[config.mk]
export PLATFORM = sky130hd
export DESIGN_NAME = pc_redirect_sequencer_flat
export DESIGN_NICKNAME = d
export VERILOG_FILES = /design/src/rtl/pc_redirect_sequencer_if.sv /design/src/rtl/pc_redirect_sequencer.sv /design/src/flat_wrapper.sv
export SDC_FILE = /design/constraint.sdc
export NUM_CORES = 1
export LEC_CHECK = 0
export ABC_AREA = 1
export CAP_MARGIN = 25
export CORE_ASPECT_RATIO = 0.75
export CORE_UTILIZATION = 55
export CTS_CLUSTER_SIZE = 24
export DETAILED_ROUTE_END_ITERATION = 10
export MAX_ROUTING_LAYER = met4
export PLACE_DENSITY = 0.87
export SETUP_SLACK_MARGIN = 0.4
export SLEW_MARGIN = 10
export SYNTH_ARGS = -nofsm -noshare
export SYNTH_HDL_FRONTEND = slang
export SYNTH_SLANG_ARGS = --single-unit
[constraint.sdc]
create_clock -name clk -period 8.65 [get_ports clk]
set_input_delay 1.2975 -clock clk [delete_from_list [all_inputs] [get_ports clk]]
set_output_delay 1.2975 -clock clk [all_outputs]
set_load 0.005 [all_outputs]
[src/rtl/pc_redirect_sequencer_if.sv]
// Stack-memory port used by pc_redirect_sequencer: request/ready handshake with
// 16-bit words; the sequencer is the master.
interface pc_redirect_sequencer_if #(
  parameter int unsigned ADDR_W = 32,
  parameter int unsigned DATA_W = 16
);
  logic              mem_req;
  logic              mem_we;
  logic [ADDR_W-1:0] mem_addr;
  logic [DATA_W-1:0] mem_wdata;
  logic [DATA_W-1:0] mem_rdata;
  logic              mem_ready;

  modport master (
    output mem_req, mem_we, mem_addr, mem_wdata,
    input  mem_rdata, mem_ready
  );

  modport slave (
    input  mem_req, mem_we, mem_addr, mem_wdata,
    output mem_rdata, mem_ready
  );
endinterface

[src/rtl/pc_redirect_sequencer.sv]
// Sequences CALL/RET/RTI/interrupt stack traffic and drives the PC redirect,
// force-to-zero and stall controls; owns the stack pointer.
module pc_redirect_sequencer #(
  parameter int unsigned ADDR_W  = 32,
  parameter int unsigned DATA_W  = 16,
  parameter int unsigned SP_INIT = 2047
) (
  input  logic                     clk,
  input  logic                     reset,
  input  logic                     call_req,
  input  logic [31:0]              ret_addr,
  input  logic                     ret_req,
  input  logic                     rti_req,
  input  logic                     int_req,
  input  logic [31:0]              pc_in,
  input  logic [3:0]               flags_in,
  pc_redirect_sequencer_if.master  mem,
  output logic                     int_pulse,
  output logic                     redirect_valid,
  output logic [31:0]              redirect_pc,
  output logic                     flags_restore,
  output logic [3:0]               flags_out,
  output logic                     stall_out,
  output logic [ADDR_W-1:0]        sp
);

  typedef enum logic [3:0] {
    IDLE, PUSH_HI, PUSH_LO, PUSH_FL, INT_VEC, POP_FL, POP_LO, POP_HI, REDIRECT
  } state_t;

  state_t            state, state_n;
  logic              int_pending, is_int, is_rti, accept_int, xfer;
  logic [31:0]       pc_lat;
  logic [3:0]        flags_lat;
  logic [DATA_W-1:0] pc_lo, pc_hi;

  logic              req_c, we_c;
  logic [ADDR_W-1:0] addr_c;
  logic [DATA_W-1:0] wdata_c;

  assign mem.mem_req   = req_c;
  assign mem.mem_we    = we_c;
  assign mem.mem_addr  = addr_c;
  assign mem.mem_wdata = wdata_c;

  assign xfer        = req_c & mem.mem_ready;
  assign stall_out   = (state != IDLE);
  assign redirect_pc = {pc_hi, pc_lo};

  always_ff @(posedge clk) begin
    if (reset) state <= IDLE;
    else       state <= state_n;
  end

  always_comb begin
    state_n        = state;
    req_c          = 1'b0;
    we_c           = 1'b0;
    addr_c         = '0;
    wdata_c        = '0;
    int_pulse      = 1'b0;
    redirect_valid = 1'b0;
    flags_restore  = 1'b0;
    accept_int     = 1'b0;
    unique case (state)
      IDLE: begin
        if (rti_req)                     state_n = POP_FL;
        else if (ret_req)                state_n = POP_LO;
        else if (call_req)               state_n = PUSH_HI;
        else if (int_pending || int_req) begin
          state_n    = PUSH_HI;
          accept_int = 1'b1;
        end
      end
      PUSH_HI: begin
        req_c   = 1'b1;
        we_c    = 1'b1;
        addr_c  = sp;
        wdata_c = pc_lat[31:16];
        if (mem.mem_ready) state_n = PUSH_LO;
      end
      PUSH_LO: begin
        req_c   = 1'b1;
        we_c    = 1'b1;
        addr_c  = sp - ADDR_W'(1);
        wdata_c = pc_lat[15:0];
        if (mem.mem_ready) state_n = is_int ? PUSH_FL : IDLE;
      end
      PUSH_FL: begin
        req_c   = 1'b1;
        we_c    = 1'b1;
        addr_c  = sp - ADDR_W'(2);
        wdata_c = DATA_W'(flags_lat);
        if (mem.mem_ready) state_n = INT_VEC;
      end
      INT_VEC: begin
        int_pulse = 1'b1;
        state_n   = IDLE;
      end
      POP_FL: begin
        req_c  = 1'b1;
        addr_c = sp + ADDR_W'(1);
        if (mem.mem_ready) state_n = POP_LO;
      end
      // RTI pops sit one word deeper because the flags word is on top.
      POP_LO: begin
        req_c  = 1'b1;
        addr_c = sp + (is_rti ? ADDR_W'(2) : ADDR_W'(1));
        if (mem.mem_ready) state_n = POP_HI;
      end
      POP_HI: begin
        req_c  = 1'b1;
        addr_c = sp + (is_rti ? ADDR_W'(3) : ADDR_W'(2));
        if (mem.mem_ready) state_n = REDIRECT;
      end
      REDIRECT: begin
        redirect_valid = 1'b1;
        flags_restore  = is_rti;
        state_n        = IDLE;
      end
      default: state_n = IDLE;
    endcase
  end

  always_ff @(posedge clk) begin
    if (reset) begin
      sp          <= ADDR_W'(SP_INIT);
      int_pending <= 1'b0;
      is_int      <= 1'b0;
      is_rti      <= 1'b0;
      pc_lat      <= '0;
      flags_lat   <= '0;
      pc_lo       <= '0;
      pc_hi       <= '0;
      flags_out   <= '0;
    end else begin
      // Any int_req not consumed by this edge's acceptance stays pending.
      int_pending <= accept_int ? 1'b0 : (int_pending | int_req);
      if (state == IDLE) begin
        if (rti_req) begin
          is_rti <= 1'b1;
          is_int <= 1'b0;
        end else if (ret_req) begin
          is_rti <= 1'b0;
          is_int <= 1'b0;
        end else if (call_req) begin
          pc_lat <= ret_addr;
          is_rti <= 1'b0;
          is_int <= 1'b0;
        end else if (accept_int) begin
          pc_lat    <= pc_in;
          flags_lat <= flags_in;
          is_rti    <= 1'b0;
          is_int    <= 1'b1;
        end
      end
      if (xfer) begin
        case (state)
          PUSH_LO: if (!is_int) sp <= sp - ADDR_W'(2);
          PUSH_FL: sp <= sp - ADDR_W'(3);
          POP_FL:  flags_out <= mem.mem_rdata[3:0];
          POP_LO:  pc_lo <= mem.mem_rdata;
          POP_HI: begin
            pc_hi <= mem.mem_rdata;
            sp    <= sp + (is_rti ? ADDR_W'(3) : ADDR_W'(2));
          end
          default: ;
        endcase
      end
    end
  end

endmodule

[src/flat_wrapper.sv]
// flat-port wrapper written by rule: the top's interface ports become plain ports
module pc_redirect_sequencer_flat 
#(
  parameter int unsigned ADDR_W  = 32,
  parameter int unsigned DATA_W  = 16,
  parameter int unsigned SP_INIT = 2047
)
  (clk, reset, call_req, ret_addr, ret_req, rti_req, int_req, pc_in, flags_in, int_pulse, redirect_valid, redirect_pc, flags_restore, flags_out, stall_out, sp, mem_mem_req, mem_mem_we, mem_mem_addr, mem_mem_wdata, mem_mem_rdata, mem_mem_ready);
  pc_redirect_sequencer_if #(.ADDR_W(ADDR_W), .DATA_W(DATA_W)) mem_i ();
  input  logic clk;
  input  logic reset;
  input  logic call_req;
  input  logic [31:0] ret_addr;
  input  logic ret_req;
  input  logic rti_req;
  input  logic int_req;
  input  logic [31:0] pc_in;
  input  logic [3:0] flags_in;
  output logic int_pulse;
  output logic redirect_valid;
  output logic [31:0] redirect_pc;
  output logic flags_restore;
  output logic [3:0] flags_out;
  output logic stall_out;
  output logic [ADDR_W-1:0] sp;
  output wire logic [$bits(mem_i.mem_req)-1:0] mem_mem_req;
  output wire logic [$bits(mem_i.mem_we)-1:0] mem_mem_we;
  output wire logic [$bits(mem_i.mem_addr)-1:0] mem_mem_addr;
  output wire logic [$bits(mem_i.mem_wdata)-1:0] mem_mem_wdata;
  input wire logic [$bits(mem_i.mem_rdata)-1:0] mem_mem_rdata;
  input wire logic [$bits(mem_i.mem_ready)-1:0] mem_mem_ready;
  assign mem_mem_req = mem_i.mem_req;
  assign mem_mem_we = mem_i.mem_we;
  assign mem_mem_addr = mem_i.mem_addr;
  assign mem_mem_wdata = mem_i.mem_wdata;
  assign mem_i.mem_rdata = mem_mem_rdata;
  assign mem_i.mem_ready = mem_mem_ready;
  pc_redirect_sequencer #(.ADDR_W(ADDR_W), .DATA_W(DATA_W), .SP_INIT(SP_INIT)) u_core (.clk(clk), .reset(reset), .call_req(call_req), .ret_addr(ret_addr), .ret_req(ret_req), .rti_req(rti_req), .int_req(int_req), .pc_in(pc_in), .flags_in(flags_in), .mem(mem_i), .int_pulse(int_pulse), .redirect_valid(redirect_valid), .redirect_pc(redirect_pc), .flags_restore(flags_restore), .flags_out(flags_out), .stall_out(stall_out), .sp(sp));
endmodule
### After elaboration in Yosys (flattened, before gate mapping)

Cells that the tools add are included.

* register bits: 111
* output and inout port bits: 122

* bitwise operators: 5
* reduce and logical (&&, ||, !) cells: 17
* multiplexer cells: 38
* $add $sub $neg: 6
* equality and inequality tests: 16

Operators with widths (count)
* 32-bit case mux with 6 select lines: 1
* 32-bit two-way mux: 3
* 32-bit case mux with 3 select lines: 1
* 32-bit adder: 2
* 32-bit by 2-bit subtractor with 32-bit output (second input constant): 2
* 16-bit case mux with 3 select lines: 1
* 4-bit two-way mux: 10
* 32-bit by 1-bit adder with 32-bit output (second input constant): 1
* 32-bit by 1-bit subtractor with 32-bit output (second input constant): 1
* 4-bit case mux with 7 select lines: 1
* 1-bit two-way mux: 19
* 4-bit by 3-bit equality test with 1-bit output (second input constant): 4
* 2-bit != test (second input constant): 7
* 4-bit by 2-bit equality test with 1-bit output (second input constant): 2
* 2-bit AND reduction: 4
* 4-bit nonzero test: 2
* 7-bit AND reduction: 1
* 6-bit OR reduction: 1
* 5-bit by 4-bit != test with 1-bit output (second input constant): 1
* 5-bit AND reduction: 1
* 4-bit by 1-bit equality test with 1-bit output (second input constant): 1
* 4-bit equality test (second input constant): 1
* 4-bit logical NOT: 1
* 2-bit two-way mux: 2
* 10 further kinds: 12

### Depth between registers and ports, before layout

* depth after elaboration: 10
* depth in mapped cells: 21
* depth with buffers taken out: 19

### Worst setup path before layout

Ideal clock, no wire load.

* path kind: register to output
* start: register u_core.state[0]
* end: output port mem_mem_addr[10]
* data required time: 7.352 ns
* setup slack: 4.841 ns
* arrival time: 2.511 ns
* path buffers: 2
* stages on the path, launching flop included: 18
* cells stage by stage: dfxtp_1 inv_1 nor2_1 nand2_4 nand2_4 buf_4 buf_2 nand2_1 ha_1 fa_1 nand2_1 nor2_1 nand2_1 nand2_1 nand2_1 nand2_1 xor2_1 o21ai_0

* longest elaborated chain between the ends: 2
* elaborated cells between the ends (all ways): 7
* classes of those cells: eq/ne: 6; mux: 1

Ends and longest elaborated chain
* start: declaration: RTL line pc_redirect_sequencer.sv:31 `state_t state, state_n;`
* start signal: assignment: RTL line pc_redirect_sequencer.sv:52 `else state <= state_n;`
* 4-bit by 3-bit equality test with 1-bit output (tied with other cells): RTL line pc_redirect_sequencer.sv:65 `unique case (state)`
* 32-bit case mux with 6 select lines *: RTL line pc_redirect_sequencer.sv:65
* end: declaration: RTL line flat_wrapper.sv:28 `output wire logic [$bits(mem_i.mem_addr)-1:0] mem_mem_addr;`

Mark *: on every way between the ends. The rest lies on a longest branch, timed or not.

### Final worst setup path

* start: register u_core.state[0]
* end: output port mem_mem_addr[20]

The elaborated chain is that of the path after synthesis.

==> flow_metrics.tcl <==
set metrics [dict create \
    vias_per_cell 6.16 \
    finalMaxSlewViolations 0 \
    final.setup_skew_ps 20.9 \
    start_util_pct 56.5 \
    synth_cell_types 48 \
    cp_slowest_cell "nand2_4" \
    ioPinCount 213 \
    diodes 0 \
    final.setup.tns_ps 0 \
    maxCapViolCount 0 \
    yosysWarnings 0 \
    track_usage_pct 43.8 \
    regToRegSetupSlack_ps 5400 \
    worstMarginPinSlew_ps 1040 \
    synthCells 1683 \
    nNetsFinal 1925 \
    final_cells 2044 \
    cp_common_cell "nand2_1" \
    area_growth_pct 25.4 \
    dpl.cell_count 2025 \
    routed_wirelength_um 39000 \
    cts_made_buffers 9 \
    hpwlAfterDp_um 29100 \
    cts_resized 0 \
    pre_cts_ws_ps 3540 \
    grt_max_degree 69 \
    cp_max_fo 58 \
    hold_buffers 0 \
    worstPathRequired_ps 7350 \
    antenna_found_initial 0 \
    drtIter0Drc 1623 \
    rows 41 \
    synth.yosys.seq_area_share_pct 23.2 \
    first_global_vias 10900 \
    arrival_ps 4290 \
    die_area_mm2 0.0179 \
    htreeDepth 3 \
    cp_cell_sequence "inv_1 -> nor2_1 -> nand2_4 -> nand2_4 -> nand2_1 -> nand2_1 -> ha_1 -> fa_1 -> nand2_1 -> o21ai_2 -> nand2_1 -> nand2_1 -> nand2_1 -> nand3_1 -> nand3_1 -> nand2_1 -> clkdlybuf4s50_1" \
    die_y_um 116 \
    ir_drop_mv 0.247 \
    min_period_ps 5590 \
    synth.avg_cell_area_um2 5.69 \
    slew_headroom_pct 30.4 \
    status "completed" \
    ys_ff_latch 111 \
    ys_top_cells_by_area "dfxtp_1 23%, nand2_1 18%, nor2_1 9.6%, nand3_1 8.9%, o21ai_0 7.9%" \
    fp.coreArea_mm2 0.0169 \
    critical_path_class "flip-flop to output port" \
    setup_viol 0 \
    setup.worst_path.start_class "flip-flop" \
    synth-edff-count 0 \
    async_flop_share_pct 0 \
    rsz0062_at_grt "false" \
    grt_pass1_wl_um 59500 \
    power_density_mw_per_mm2 256 \
    finalWorstSetupSlack_ps 3060 \
    place_congestion 1.05 \
    timing.final.crit_share_pct 64.6 \
    cts_tree "done" \
    clkTransAtPathRegs_ps 100 \
    synth_top_area_share_pct 23.2 \
    power.leakage_nw 5.24 \
    synth_fp_nets 1784 \
    port-buffer-count 212 \
    whs_ps 472 \
    max_stage_delay_ps 580 \
    postCtsSetupBuffers 0 \
    hold_path.class "flip-flop to flip-flop" \
    clock_latency_ps 370 \
    ant_nets 0 \
    vias 12600 \
    end_kind "output port" \
    cts_root_buf "clkbuf_16" \
    p_total_mw 3.07 \
    hold_violations 0 \
    design_area_mm2 0.0120 \
    final_util_pct 70.9 \
    wl_per_cell_um 19.1 \
    die_w_um 154 \
    synth_most_common_cell "nand2_1" \
    cts_num_sinks 111 \
    clock.fmax_mhz 179 \
    synthFlopType "dfxtp_1" \
    cts_buffer_depth 2 \
    dpl_cell_area_mm2 0.0116 \
    synth_area_mm2 0.00957 \
    gr-total-overflow 0 \
    yosysTopAreaCell "dfxtp_1" \
    synth_commonest_cells "455 x nand2_1, 245 x nor2_1, 170 x nand3_1" \
    layout-drive-gt1-share_pct 3.23 \
    drt_pre_antenna_iters 6 \
    drc_errors 0 \
]
-- worst max-delay path, delay by kind of cell, from the launching register on --
family                   cells  cell delay (ps)
AND/OR/NAND/NOR             12             2340
buffers and inverters        2              570
flip-flops                   1              410
adder cells (fa/ha/maj)      2              400
AO/OA/AOI/OAI                1              190
-- logic make-up after synthesis --
kind of cell	count (synthesis)	share of synthesized area (%)
xor+xnor	43	3.94
buf+inv	249	10.5
fa+ha+maj	10	1.39
flops	111	23.2
simple gates	942	41.0
compound gates	328	20.0
-- path summary, 6_finish.rpt --
kind | from | cells past startpoint | end
setup / recovery | u_core.state[0] | 17 | mem_mem_addr[20]
hold / removal | u_core.pc_hi[7] | 2 | u_core.pc_hi[7]
setup reg to reg | u_core.state[3] | 12 | u_core.sp[15]
hold reg to reg | u_core.pc_hi[7] | 2 | u_core.pc_hi[7]
-- routing by layer --
metal | up-vias | share of wire [%] | track usage, %
met5 | - | 0 | -
met4 | 0 | 3.7 | 16.0
met3 | 146 | 13 | 9.17
met2 | 941 | 43 | 65.6
met1 | 5666 | 41 | 58.4
li1 | 5838 | - | -
-- flip-flops by register name, summed over array words and instances (netlist names) --
signal / count
u_core.state: 4
u_core.pc_hi: 16
u_core.sp: 32
u_core.is_int: 1
u_core.flags_lat: 4
u_core.is_rti: 1
u_core.flags_out: 4
u_core.int_pending: 1
u_core.pc_lo: 16
u_core.pc_lat: 32
-- final cells by class --
type | count | area, um^2
Tap cell | 215 | 269
Clock buffer | 9 | 225
Multi-Input combinational cell | 1323 | 6350
Inverter | 155 | 582
Timing Repair Buffer | 224 | 2240
Clock inverter | 7 | 113
Fill cell | 1508 | 4930
Sequential cell | 111 | 2220
-- report_power, final --
group          total (mW)  switching, mW  internal (mW)
clock               0.479          0.241          0.237
combinational        1.95           1.23          0.725
sequential          0.643         0.0750          0.568
-- cells in the final DEF (no fill, tap or decap), types with 39 or more instances in the layout --
cell,synthesis,layout
a21oi_1,63,63
a31oi_1,39,39
clkdlybuf4s50_1,0,212
dfxtp_1,111,111
inv_1,140,140
nand2_1,455,455
nand3_1,170,170
nor2_1,245,244
o21ai_0,151,151
xor2_1,40,40
Power figures use the tool's default switching activity.
